[config.mk]
export PLATFORM = sky130hd
export DESIGN_NAME = gf_seq_multiplier
export DESIGN_NICKNAME = d
export VERILOG_FILES = /design/src/rtl/gf_mult_pkg.sv /design/src/rtl/gf_digit_step.sv /design/src/rtl/gf_seq_multiplier.sv
export SDC_FILE = /design/constraint.sdc
export NUM_CORES = 1
export LEC_CHECK = 0
export CAP_MARGIN = 25
export CORE_ASPECT_RATIO = 1.75
export CORE_UTILIZATION = 50
export DETAILED_ROUTE_END_ITERATION = 12
export PLACE_DENSITY = 0.7
export SLEW_MARGIN = 20
export SYNTH_ARGS = -nofsm -noshare
export SYNTH_HDL_FRONTEND = slang
export SYNTH_HIERARCHICAL = 1
export SYNTH_SLANG_ARGS = --single-unit
[constraint.sdc]
create_clock -name clk -period 8.9 [get_ports clk]
set_clock_uncertainty 0.15 [all_clocks]
set_input_delay 2.67 -clock clk [delete_from_list [all_inputs] [get_ports clk]]
set_output_delay 2.67 -clock clk [all_outputs]
set_load 0.02 [all_outputs]
[src/rtl/gf_mult_pkg.sv]
// Shared types and helpers for the sequential integer / carry-less multiplier.
package gf_mult_pkg;

    typedef enum logic [1:0] {
        IDLE   = 2'd0,
        MUL    = 2'd1,
        REDUCE = 2'd2,
        DONE   = 2'd3
    } state_t;

    localparam logic MODE_CLMUL = 1'b0;
    localparam logic MODE_INT   = 1'b1;

    function automatic int num_digits(input int w, input int d);
        return w / d;
    endfunction

endpackage

[src/rtl/gf_digit_step.sv]
// One digit of shift-and-combine: folds each selected shift of a_shifted into the accumulator,
// by 2W-bit addition (integer mode) or XOR (carry-less mode).
module gf_digit_step
    import gf_mult_pkg::*;
#(
    parameter int ACC_WIDTH   = 64,
    parameter int DIGIT_WIDTH = 4
) (
    input  logic [ACC_WIDTH-1:0]   acc_in,
    input  logic [ACC_WIDTH-1:0]   a_shifted,
    input  logic [DIGIT_WIDTH-1:0] digit,
    input  logic                   mode,
    output logic [ACC_WIDTH-1:0]   acc_out
);

    logic [ACC_WIDTH-1:0] partial;

    always_comb begin
        acc_out = acc_in;
        partial = '0;
        for (int j = 0; j < DIGIT_WIDTH; j++) begin
            partial = a_shifted << j;
            if (digit[j]) begin
                if (mode == MODE_INT) begin
                    acc_out = acc_out + partial;
                end else begin
                    acc_out = acc_out ^ partial;
                end
            end
        end
    end

endmodule

[src/rtl/gf_seq_multiplier.sv]
// Iterative W x W -> 2W multiplier (integer or carry-less), DIGIT_WIDTH multiplier bits per cycle.
// Define GF_REDUCE_EN to add GF(2^W) reduction by a latched polynomial (poly / red_out ports).
module gf_seq_multiplier
    import gf_mult_pkg::*;
#(
    parameter int DATA_WIDTH  = 32,
    parameter int DIGIT_WIDTH = 4
) (
    input  logic                    clk,
    input  logic                    rst,
    input  logic                    in_valid,
    output logic                    in_ready,
    input  logic                    carry_option,
    input  logic [DATA_WIDTH-1:0]   a,
    input  logic [DATA_WIDTH-1:0]   b,
`ifdef GF_REDUCE_EN
    input  logic [DATA_WIDTH-1:0]   poly,
    output logic [DATA_WIDTH-1:0]   red_out,
`endif
    output logic                    out_valid,
    input  logic                    out_ready,
    output logic [2*DATA_WIDTH-1:0] mult_out,
    output logic                    busy,
    output state_t                  state_dbg
);

    localparam int TWO_W      = 2 * DATA_WIDTH;
    localparam int NUM_DIGITS = num_digits(DATA_WIDTH, DIGIT_WIDTH);
    localparam int CNT_W      = (NUM_DIGITS > 1) ? $clog2(NUM_DIGITS) : 1;
    localparam logic [CNT_W-1:0] LAST_DIGIT = CNT_W'(NUM_DIGITS - 1);

    if (DATA_WIDTH % DIGIT_WIDTH != 0) begin : g_bad_digit
        $error("DATA_WIDTH must be a multiple of DIGIT_WIDTH");
    end

    state_t               state_q, state_d;
    logic [TWO_W-1:0]     acc_q, acc_d;
    logic [TWO_W-1:0]     a_sh_q, a_sh_d;
    logic [DATA_WIDTH-1:0] b_q, b_d;
    logic                 mode_q, mode_d;
    logic [CNT_W-1:0]     cnt_q, cnt_d;

    logic [TWO_W-1:0]       step_a;
    logic [DIGIT_WIDTH-1:0] step_digit;
    logic                   step_mode;
    logic [TWO_W-1:0]       step_out;
    logic                   accept;

    // Handshake: a transfer happens on a rising edge where valid and ready are both high;
    // valid never depends on ready, and a held result stays stable until out_ready is seen.
    assign in_ready  = (state_q == IDLE) | ((state_q == DONE) & out_ready);
    assign out_valid = (state_q == DONE);
    assign busy      = (state_q == MUL) | (state_q == REDUCE);
    assign state_dbg = state_q;
    assign accept    = in_valid & in_ready;

`ifdef GF_REDUCE_EN
    logic [TWO_W-1:0]       prod_q, prod_d;
    logic [TWO_W-1:0]       p_sh_q, p_sh_d;
    logic [TWO_W-1:0]       red_tmp;
    logic [DIGIT_WIDTH-1:0] red_win;
    logic [DIGIT_WIDTH-1:0] quot;
    int                     red_lo;

    // Bits inside one digit depend on folds of the higher bits, so derive the quotient digit
    // serially, then let the shared step apply it as a carry-less multiply of the shifted poly.
    always_comb begin
        red_lo  = TWO_W - (int'(cnt_q) + 1) * DIGIT_WIDTH;
        red_tmp = acc_q;
        red_win = '0;
        quot    = '0;
        for (int k = DIGIT_WIDTH - 1; k >= 0; k--) begin
            red_win = DIGIT_WIDTH'(red_tmp >> red_lo);
            if (red_win[k]) begin
                quot[k] = 1'b1;
                red_tmp = red_tmp ^ (p_sh_q << k);
            end
        end
    end

    assign mult_out = prod_q;
    assign red_out  = acc_q[DATA_WIDTH-1:0];
`else
    assign mult_out = acc_q;
`endif

    gf_digit_step #(
        .ACC_WIDTH  (TWO_W),
        .DIGIT_WIDTH(DIGIT_WIDTH)
    ) u_step (
        .acc_in   (acc_q),
        .a_shifted(step_a),
        .digit    (step_digit),
        .mode     (step_mode),
        .acc_out  (step_out)
    );

    always_comb begin
        state_d    = state_q;
        acc_d      = acc_q;
        a_sh_d     = a_sh_q;
        b_d        = b_q;
        mode_d     = mode_q;
        cnt_d      = cnt_q;
        step_a     = a_sh_q;
        step_digit = b_q[DIGIT_WIDTH-1:0];
        step_mode  = mode_q;
`ifdef GF_REDUCE_EN
        prod_d     = prod_q;
        p_sh_d     = p_sh_q;
        if (state_q == REDUCE) begin
            step_a     = p_sh_q;
            step_digit = quot;
            step_mode  = MODE_CLMUL;
        end
`endif

        case (state_q)
            MUL: begin
                acc_d  = step_out;
                a_sh_d = a_sh_q << DIGIT_WIDTH;
                b_d    = b_q >> DIGIT_WIDTH;
                cnt_d  = cnt_q + CNT_W'(1);
                if (cnt_q == LAST_DIGIT) begin
                    cnt_d   = '0;
`ifdef GF_REDUCE_EN
                    prod_d  = step_out;
                    state_d = (mode_q == MODE_CLMUL) ? REDUCE : DONE;
`else
                    state_d = DONE;
`endif
                end
            end
`ifdef GF_REDUCE_EN
            REDUCE: begin
                acc_d  = step_out;
                p_sh_d = p_sh_q >> DIGIT_WIDTH;
                cnt_d  = cnt_q + CNT_W'(1);
                if (cnt_q == LAST_DIGIT) begin
                    cnt_d   = '0;
                    state_d = DONE;
                end
            end
`endif
            DONE: begin
                if (out_ready) begin
                    state_d = IDLE;
                end
            end
            default: ;
        endcase

        // A DONE-state accept overrides the return to IDLE: back-to-back with no bubble.
        if (accept) begin
            state_d = MUL;
            acc_d   = '0;
            cnt_d   = '0;
            a_sh_d  = {{DATA_WIDTH{1'b0}}, a};
            b_d     = b;
            mode_d  = carry_option;
`ifdef GF_REDUCE_EN
            p_sh_d  = TWO_W'({1'b1, poly}) << (DATA_WIDTH - DIGIT_WIDTH);
`endif
        end
    end

    always_ff @(posedge clk) begin
        if (rst) begin
            state_q <= IDLE;
            acc_q   <= '0;
            a_sh_q  <= '0;
            b_q     <= '0;
            mode_q  <= MODE_CLMUL;
            cnt_q   <= '0;
`ifdef GF_REDUCE_EN
            prod_q  <= '0;
            p_sh_q  <= '0;
`endif
        end else begin
            state_q <= state_d;
            acc_q   <= acc_d;
            a_sh_q  <= a_sh_d;
            b_q     <= b_d;
            mode_q  <= mode_d;
            cnt_q   <= cnt_d;
`ifdef GF_REDUCE_EN
            prod_q  <= prod_d;
            p_sh_q  <= p_sh_d;
`endif
        end
    end

endmodule

==> summary.txt, run 1 <==
Status
  – Outcome: aborted with a tool error
  – Exit stage: global routing (5_1_grt)
  – Err: [ERROR GRT-0116] Global routing finished with congestion. Check the congestion regions in the DRC Viewer.

Logic synthesis
  – Synth Cell Area: 0.02617 mm^2
  – Synth Flop Type: dfxtp_1
  – Yosys cell types: 94
  – Synth top area share: 0.1270
  – Syn avg cell area: 7.157 um^2
  – Synth cell count leaders: a21oi_1 (409), nor2_1 (364), nand2_1 (348)
  – Post-synthesis adder-cell area fraction: 0.1264
  – Syn Nets: 3988
  – Synth Warn #: 6
  – Largest family of logic cells by synthesized area: compound AO/OA/AOI/OAI gates
  – Register bit total from synthesis: 166
  – Async S/R FF share, synth: 0
  – Synth Instances: 3657
  – Seq/Total Area, Yosys: 0.1270
  – EDFF count, synth: 0
  – Leading cell types by total area after synthesis: dfxtp_1 (13%), ha_1 (12%), a21oi_1 (7.8%)
  – XOR/XNOR Fraction of Synth Area: 0.07080
  – Synth Area in Compound Gates: 0.3347
  – Mux cell area share after synthesis: 0.09876
  – Cell taking the most area after synthesis: dfxtp_1
  – Synth Area in Simple Gates: 0.1895
  – Most common cell in the netlist: a21oi_1

GRT
  – First-pass GRT wire length: 286100 um
  – GR Overflow Total: 466
  – GRT Total Usage: 0.7052
  – Largest net degree at the start of global routing: 135
  – Vias in the first global route: 40875

Clock network
  – Clock Sinks: 166
  – Max clock buf depth: 2
  – CTS buffer count: 17
  – Hold_buf cts: 0
  – Htree depth: 4
  – Clock root buffer: clkbuf_16

Placed design
  – Routability congestion estimate: 1.127
  – PortBufs: 137
  – DP Wirelength: 114600 um

Floorplanning
  – FP Rows: 110
  – Die X: 175.0 um
  – Die height: 304.7 um
  – Ports: 138
  – Initial core utilization: 0.5071
[kinds of logic after synthesis]
group | Yosys count
and+or+nand+nor | 1088
muxes | 249
xor gates and xnor gates | 210
adders and majority gates | 262
DFF | 166
AOI/OAI and AO/OA | 1359
buffers and inverters | 323
[routing by layer]
layer | GRT overflow | track usage
met5 | 6 | 0.2546
met4 | 157 | 0.7557
met3 | 24 | 0.4925
met2 | 263 | 0.9421
met1 | 16 | 0.6574
[stage by stage]
step	worst slack (ps)	std cells	hold slack [ps]	area, um^2
2_1_floorplan	52.32	3657	302.7	26190
3_3_place_gp	-1727	5386	331.5	36110
3_5_place_dp	-1764	5386	340.9	36110
4_1_cts	-406.0	5463	350.2	38450
[repair_timing]
| action | in CTS |
|---|---|
| buffers inserted | 47 |
| setup endpoints to repair | 38 |
| hold endpoints to repair | 0 |
| resized for setup | 307 |
| pin swaps | 147 |
==> inputs of run 2 (changes only) <==
CORE_ASPECT_RATIO = not set   (was 1.75)
CORE_UTILIZATION = 35   (was 50)
PLACE_DENSITY = not set   (was 0.7)
PLACE_DENSITY_LB_ADDON = 0.15   (was not set)
clock period = 11.57 ns   (was 8.9 ns; I/O delays follow)
==> summary.txt, run 2 <==
Worst setup path
  – CP endpoint: mult_out[59]
  – Setup crit start: a_sh_q[0]
  – Max FO, Critical Path: 6
  – Critical R2R Launch: a_sh_q[0]
  – FF-to-FF setup slack: 590 ps
  – CP endpoint kind: flip-flop
  – R2R depth: 44
  – Arr. time, crit path: 11280 ps
  – FF-to-FF End: mult_out[59]
  – Most used cell, CP: o21ai_0
  – CP bufs+invs: 2
  – Top delay family on crit path: compound AO/OA/AOI/OAI gates
  – CP Launch Type: flip-flop
  – Kind of critical path: flip-flop to flip-flop
  – Slowest stage delay, CP: 470 ps
  – Slowest CP cell: a211oi_1
  – Worst EP required: 11860 ps
  – Critical path depth: 44

Min path
  – Worst hold path type: flip-flop to flip-flop

Logic synthesis
  – Leading cell types by total area after synthesis: dfxtp_1 (13%), ha_1 (12%), a21oi_1 (7.8%) (unchanged)
  – Synth Instances: 3657 (unchanged)
  – Synth top area share: 0.1270 (unchanged)
  – Synth Cell Area: 0.02617 mm^2 (unchanged)
  – Register bit total from synthesis: 166 (unchanged)
  – Seq/Total Area, Yosys: 0.1270 (unchanged)
  – Most common cell in the netlist: a21oi_1 (unchanged)
  – Cell taking the most area after synthesis: dfxtp_1 (unchanged)
  – Synth Flop Type: dfxtp_1 (unchanged)
  – Synth cell count leaders: a21oi_1 (409), nor2_1 (364), nand2_1 (348) (unchanged)
  – Async S/R FF share, synth: 0 (unchanged)
  – Syn avg cell area: 7.157 um^2 (unchanged)
  – Synth Warn #: 6 (unchanged)
  – Yosys cell types: 94 (unchanged)
  – EDFF count, synth: 0 (unchanged)
  – Syn Nets: 3988 (unchanged)

Clock network
  – Clock root buffer: clkbuf_16 (unchanged)
  – Clock network latency to the later pin of the worst-skew pair: 510 ps
  – CTS tree: done
  – CTS buffer count: 17 (unchanged)
  – Max clock buf depth: 2 (unchanged)
  – Hold_buf cts: 0 (unchanged)
  – Worst-path clk slew: 90 ps
  – Htree depth: 4 (unchanged)
  – Number of setup buffers added after CTS: 0 (was 47)
  – Clock Sinks: 166 (unchanged)

GRT
  – Largest net degree at the start of global routing: 101
  – GR Overflow Total: 0
  – First-pass GRT wire length: 167600 um
  – Vias in the first global route: 26584
  – GRT Total Usage: 0.2902
  – Initial antenna violation count: 0

Layout
  – Multi-input logic area: 0.02151 mm^2
  – Synthesis-to-layout area growth: 11.39%
  – Sequential cell area: 0.003343 mm^2
  – Most common cell after layout, fill and taps aside: a21oi_1
  – Most frequent cells in the layout: a21oi_1 (409), nor2_1 (364), nand2_1 (348), o21ai_0 (315), ha_1 (257)
  – Final Non-Filler Cells: 4654
  – Nets: 4012
  – Fillers: 7874
  – Utilization after layout: 0.3969
  – Share of layout cells above drive strength 1: 0.06957

STA
  – Max Clk Rate: 91.05 MHz
  – Max Slew Vio Count: 0
  – Period utilization: 0.9492
  – Final hold vios: 0
  – Tmin final: 10980 ps
  – Setup violators final: 0
  – Relative slew slack: 0.3560
  – RSZ-0062 raised after global routing: no
  – Worst slew pin tran: 966.1 ps
  – Final TNS setup: 0 ps

Floorplanning
  – Die footprint: 0.07588 mm^2
  – Ports: 138 (unchanged)
  – Initial core utilization: 0.3563 (was 0.5071)
  – Die X: 275.5 um (was 175.0 um)
  – Die height: 275.5 um (was 304.7 um)
  – Core area: 0.07345 mm^2
  – FP Rows: 99 (was 110)

Power
  – Worst vdd ir: 78.33 uV
  – PwrDens: 111.6 mW/mm^2
  – Total power draw: 0.003255 W
  – Lkg Pwr: 11.83 nW

Status
  – Outcome: finished clean (was aborted with a tool error)

Detailed routing
  – Average via count per standard cell: 6.176
  – Via count: 28741
  – Antenna-violating nets left: 0
  – WL final: 112900 um
  – Wire length per cell: 24.27 um
  – Residual DRC: 0
  – Pre-antenna DRT Iters: 6
  – Initial DRC count: 2740

Placed design
  – Routability congestion estimate: 1.008 (was 1.127)
  – PortBufs: 137 (unchanged)
  – DP Wirelength: 88690 um (was 114600 um)
  – Cells after DPL: 4620 (was 5386)

Flow run
  – Max-cap violations: 0
run 2: routing by layer:
layer | global-route usage | routed length [um]
met1 | 0.4100 | 51790
met2 | 0.4501 | 49510
met3 | 0.03897 | 8272
met4 | 0.09494 | 3369
met5 | 0 | 0
run 2: timing repair:
item	in CTS	in global routing
resized for setup	0	7
hold endpoints to repair	0	0
setup endpoints to repair	0	10
run 2: worst min-delay path by stage:
stage / from / end / depth (start not counted)
2_1_floorplan: mode_q / mode_q / 2
3_3_place_gp: b_q[28] / b_q[28] / 2
3_5_place_dp: b_q[28] / b_q[28] / 2
4_1_cts: b_q[29] / b_q[29] / 2
5_1_grt: b_q[30] / b_q[30] / 2
6_report: b_q[28] / b_q[28] / 2
run 2: where the power goes:
part	internal, W	total (W)	switching, W
Sequential	0.000617	0.000718	0.000100
Clock	0.000297	0.000638	0.000341
Combinational	0.000722	0.00190	0.00118
Total	0.00164	0.00325	0.00162
run 2: through the flow:
stage | worst slack (ps) | hold slack [ps] | instance area (um^2)
after global placement | 457.5 | 335.7 | 28470
after CTS | 501.9 | 348.1 | 29090
after detailed placement | 514.3 | 336.2 | 28470
final | 587.5 | 345.0 | 29150
after floorplan | 2428 | 302.7 | 26170
after global routing | 9.480 | 383.4 | 29150
run 2: cell type report:
class,count,area share
Sequential cell,166,0.1147
Multi-Input combinational cell,3168,0.7377
Inverter,96,0.01249
Antenna cell,1,0.00008583
Tap cell,959,0.04116
Clock buffer,17,0.01459
Clock inverter,15,0.006652
Timing Repair Buffer,232,0.07261
run 2: worst reg2reg max path: cells and delay by family (launching register included):
| family | cells | cell delay, ps |
|---|---|---|
| AO/OA/AOI/OAI | 20 | 4870 |
| AND/OR/NAND/NOR | 10 | 1990 |
| adder cells (fa/ha/maj) | 5 | 1860 |
| multiplexers | 3 | 770 |
| XOR/XNOR | 4 | 650 |
| flip-flops | 1 | 460 |
| buffers and inverters | 2 | 210 |
run 2: cell families after synthesis:
| family | count (synthesis) | synth area share |
|---|---|---|
| xor+xnor | 210 | 0.07080 |
| buf+inv | 323 | 0.05287 |
| mux | 249 | 0.09876 |
| flops | 166 | 0.1270 |
| fa+ha+maj | 262 | 0.1264 |
| compound gates | 1359 | 0.3347 |
| simple gates | 1088 | 0.1895 |
Note: power is estimated with default switching activity, not from simulation.
==> inputs of run 3 (changes only) <==
DONT_BUFFER_PORTS = 1   (was not set)
==> summary.txt, run 3 (synthesis gave the netlist of run 2 again) <==
Placed design
  – PortBufs: 0 (was 137)
  – Place WS: 137.5 ps (was 514.3 ps)
  – Routability congestion estimate: 1.023 (was 1.008)
  – DP Wirelength: 90750 um (was 88690 um)

Clock network
  – Clock network latency to the later pin of the worst-skew pair: 530 ps (was 510 ps)
  – Clock Sinks: 166 (unchanged)
  – Htree depth: 4 (unchanged)
  – CTS tree: done (unchanged)
  – CTS buffer count: 17 (unchanged)
  – Max clock buf depth: 2 (unchanged)
  – Clock root buffer: clkbuf_16 (unchanged)
  – Worst-path clk slew: 90 ps (about the same)

Power
  – Worst vdd ir: 73.32 uV (was 78.33 uV)
  – Lkg Pwr: 11.41 nW (was 11.83 nW)
  – PwrDens: 115.9 mW/mm^2 (was 111.6 mW/mm^2)
  – Total power draw: 0.003230 W (was 0.003255 W)

Worst setup path
  – Slowest CP cell: dfxtp_1 (was a211oi_1)
  – Arr. time, crit path: 11230 ps (was 11280 ps)
  – Slowest stage delay, CP: 540 ps (was 470 ps)
  – R2R depth: 44 (unchanged)
  – Worst EP required: 11800 ps (was 11860 ps)
  – Max FO, Critical Path: 7 (was 6)
  – FF-to-FF setup slack: 570 ps (was 590 ps)
  – CP endpoint kind: flip-flop (unchanged)
  – Setup crit start: a_sh_q[4] (was a_sh_q[0])
  – Critical R2R Launch: a_sh_q[4] (was a_sh_q[0])
  – Kind of critical path: flip-flop to flip-flop (unchanged)
  – Most used cell, CP: a21oi_1 (was o21ai_0)
  – CP Launch Type: flip-flop (unchanged)
  – FF-to-FF End: mult_out[62] (was mult_out[59])

Detailed routing
  – Via count: 28137 (was 28741)
  – Residual DRC: 0 (unchanged)
  – Antenna-violating nets left: 0 (unchanged)
  – Average via count per standard cell: 6.217 (was 6.176)
  – Initial DRC count: 2905 (was 2740)
  – Wire length per cell: 25.37 um (was 24.27 um)
  – WL final: 114800 um (was 112900 um)
  – Pre-antenna DRT Iters: 6 (unchanged)

GRT
  – GR Overflow Total: 0 (unchanged)
  – GRT Total Usage: 0.2967 (was 0.2902)
  – Initial antenna violation count: 2 (was 0)
  – Vias in the first global route: 26433 (was 26584)
  – Largest net degree at the start of global routing: 86 (was 101)
  – First-pass GRT wire length: 170500 um (was 167600 um)

Min path
  – Hold Path Depth: 2 (unchanged)
  – Hold Path End: b_q[28] (unchanged)
  – Worst hold path type: flip-flop to flip-flop (unchanged)
  – Hold Startpoint: b_q[28] (unchanged)

Layout
  – Inserted Diodes: 0 (was 1)
  – Nets: 3885 (was 4012)
  – Fillers: 7935 (was 7874)
  – Synthesis-to-layout area growth: 6.501% (was 11.39%)
  – Most common cell after layout, fill and taps aside: a21oi_1 (unchanged)
  – Share of layout cells above drive strength 1: 0.07597 (was 0.06957)
  – Most frequent cells in the layout: a21oi_1 (407), nor2_1 (364), nand2_1 (348), o21ai_0 (313), ha_1 (256) (was a21oi_1 (409), nor2_1 (364), nand2_1 (348), o21ai_0 (315), ha_1 (257))

STA
  – Tmin final: 11000 ps (was 10980 ps)
  – Final hold vios: 0 (unchanged)
  – Max Slew Vio Count: 0 (unchanged)
  – Setup violators final: 0 (unchanged)
  – Relative slew slack: 0.3292 (was 0.3560)
  – Max Clk Rate: 90.87 MHz (was 91.05 MHz)
  – Final worst-path setup slack: 565.5 ps (was 587.5 ps)
  – Worst slew pin tran: 1006 ps (was 966.1 ps)
  – RSZ-0062 raised after global routing: no (unchanged)
  – Final TNS setup: 0 ps (unchanged)
  – Period utilization: 0.9511 (was 0.9492)

Floorplanning
  – Die X: 275.5 um (unchanged)
  – Initial core utilization: 0.3563 (unchanged)
  – Die height: 275.5 um (unchanged)
  – Die footprint: 0.07588 mm^2 (unchanged)
  – Core area: 0.07345 mm^2 (unchanged)
  – Ports: 138 (unchanged)
  – FP Rows: 99 (unchanged)

Status
  – Outcome: finished clean (unchanged)

Flow run
  – Max-cap violations: 0 (unchanged)
run 3: cell types whose count changed in the layout (fill, tap and decap cells not counted), sizes merged:
cell           previous run  this run
clkdlybuf4s50           137         0
buf                      95       105
diode                     1         0
run 3: layout make-up:
class                      count  area, um^2  area share
clock buffer                  17       425.4     0.01526
inverter                      96       364.1     0.01306
tap                          959        1200     0.04304
timing repair buffer         105       808.3     0.02900
multi-input combinational   3168       21520      0.7719
sequential                   166        3344      0.1200
clock inverter                15       216.5    0.007765
run 3: repair_timing:
item	CTS	global route
gates resized for setup	0	13
endpoints found under the setup margin	0	18
hold buffers	0	0
buffers inserted	0	2
run 3: worst max-delay path by stage:
stage / endpoint / slack, ps
final: mult_out[62] / 570
after global routing: mult_out[62] / 40
after CTS: mult_out[57] / 100
after detailed placement: mult_out[57] / 140
after global placement: mult_out[57] / 150
after floorplan: mult_out[59] / 2430
run 3: through the flow:
step	utilization	hold slack, ps	cell area [um^2]	instances
after global routing	0.3795	363.7	27880	4526
after floorplan	-	302.7	26170	3657
final	0.3795	343.3	27880	4526
after CTS	0.3787	345.0	27820	4524
after detailed placement	0.3700	333.0	27180	4492
after global placement	0.3696	328.8	27150	4491
run 3: critical path: cells and delay by family (launching register included):
family          cells  cell delay, ps
buf+inv             1             160
compound gates     23            5800
mux                 3             780
simple gates        9            1380
fa+ha+maj           4            1480
flops               1             540
xor+xnor            4             590
run 3: power breakdown:
group          switching (W)  total [W]  leakage, nW  internal, W
Sequential          0.000112   0.000729         1.36     0.000617
Combinational        0.00117    0.00185         9.74     0.000679
Clock               0.000353   0.000654        0.307     0.000302
Total                0.00163    0.00323         11.4      0.00160
run 3: per-layer routing:
metal / global-route usage / share of wire / vias to the layer above / wire [um]
li1: - / - / 13398 / -
met1: 0.4106 / 0.46 / 13497 / 52690
met2: 0.4633 / 0.44 / 1094 / 50340
met3: 0.06177 / 0.079 / 146 / 9118
met4: 0.07735 / 0.023 / 2 / 2674
met5: 0 / 0.00011 / - / 13
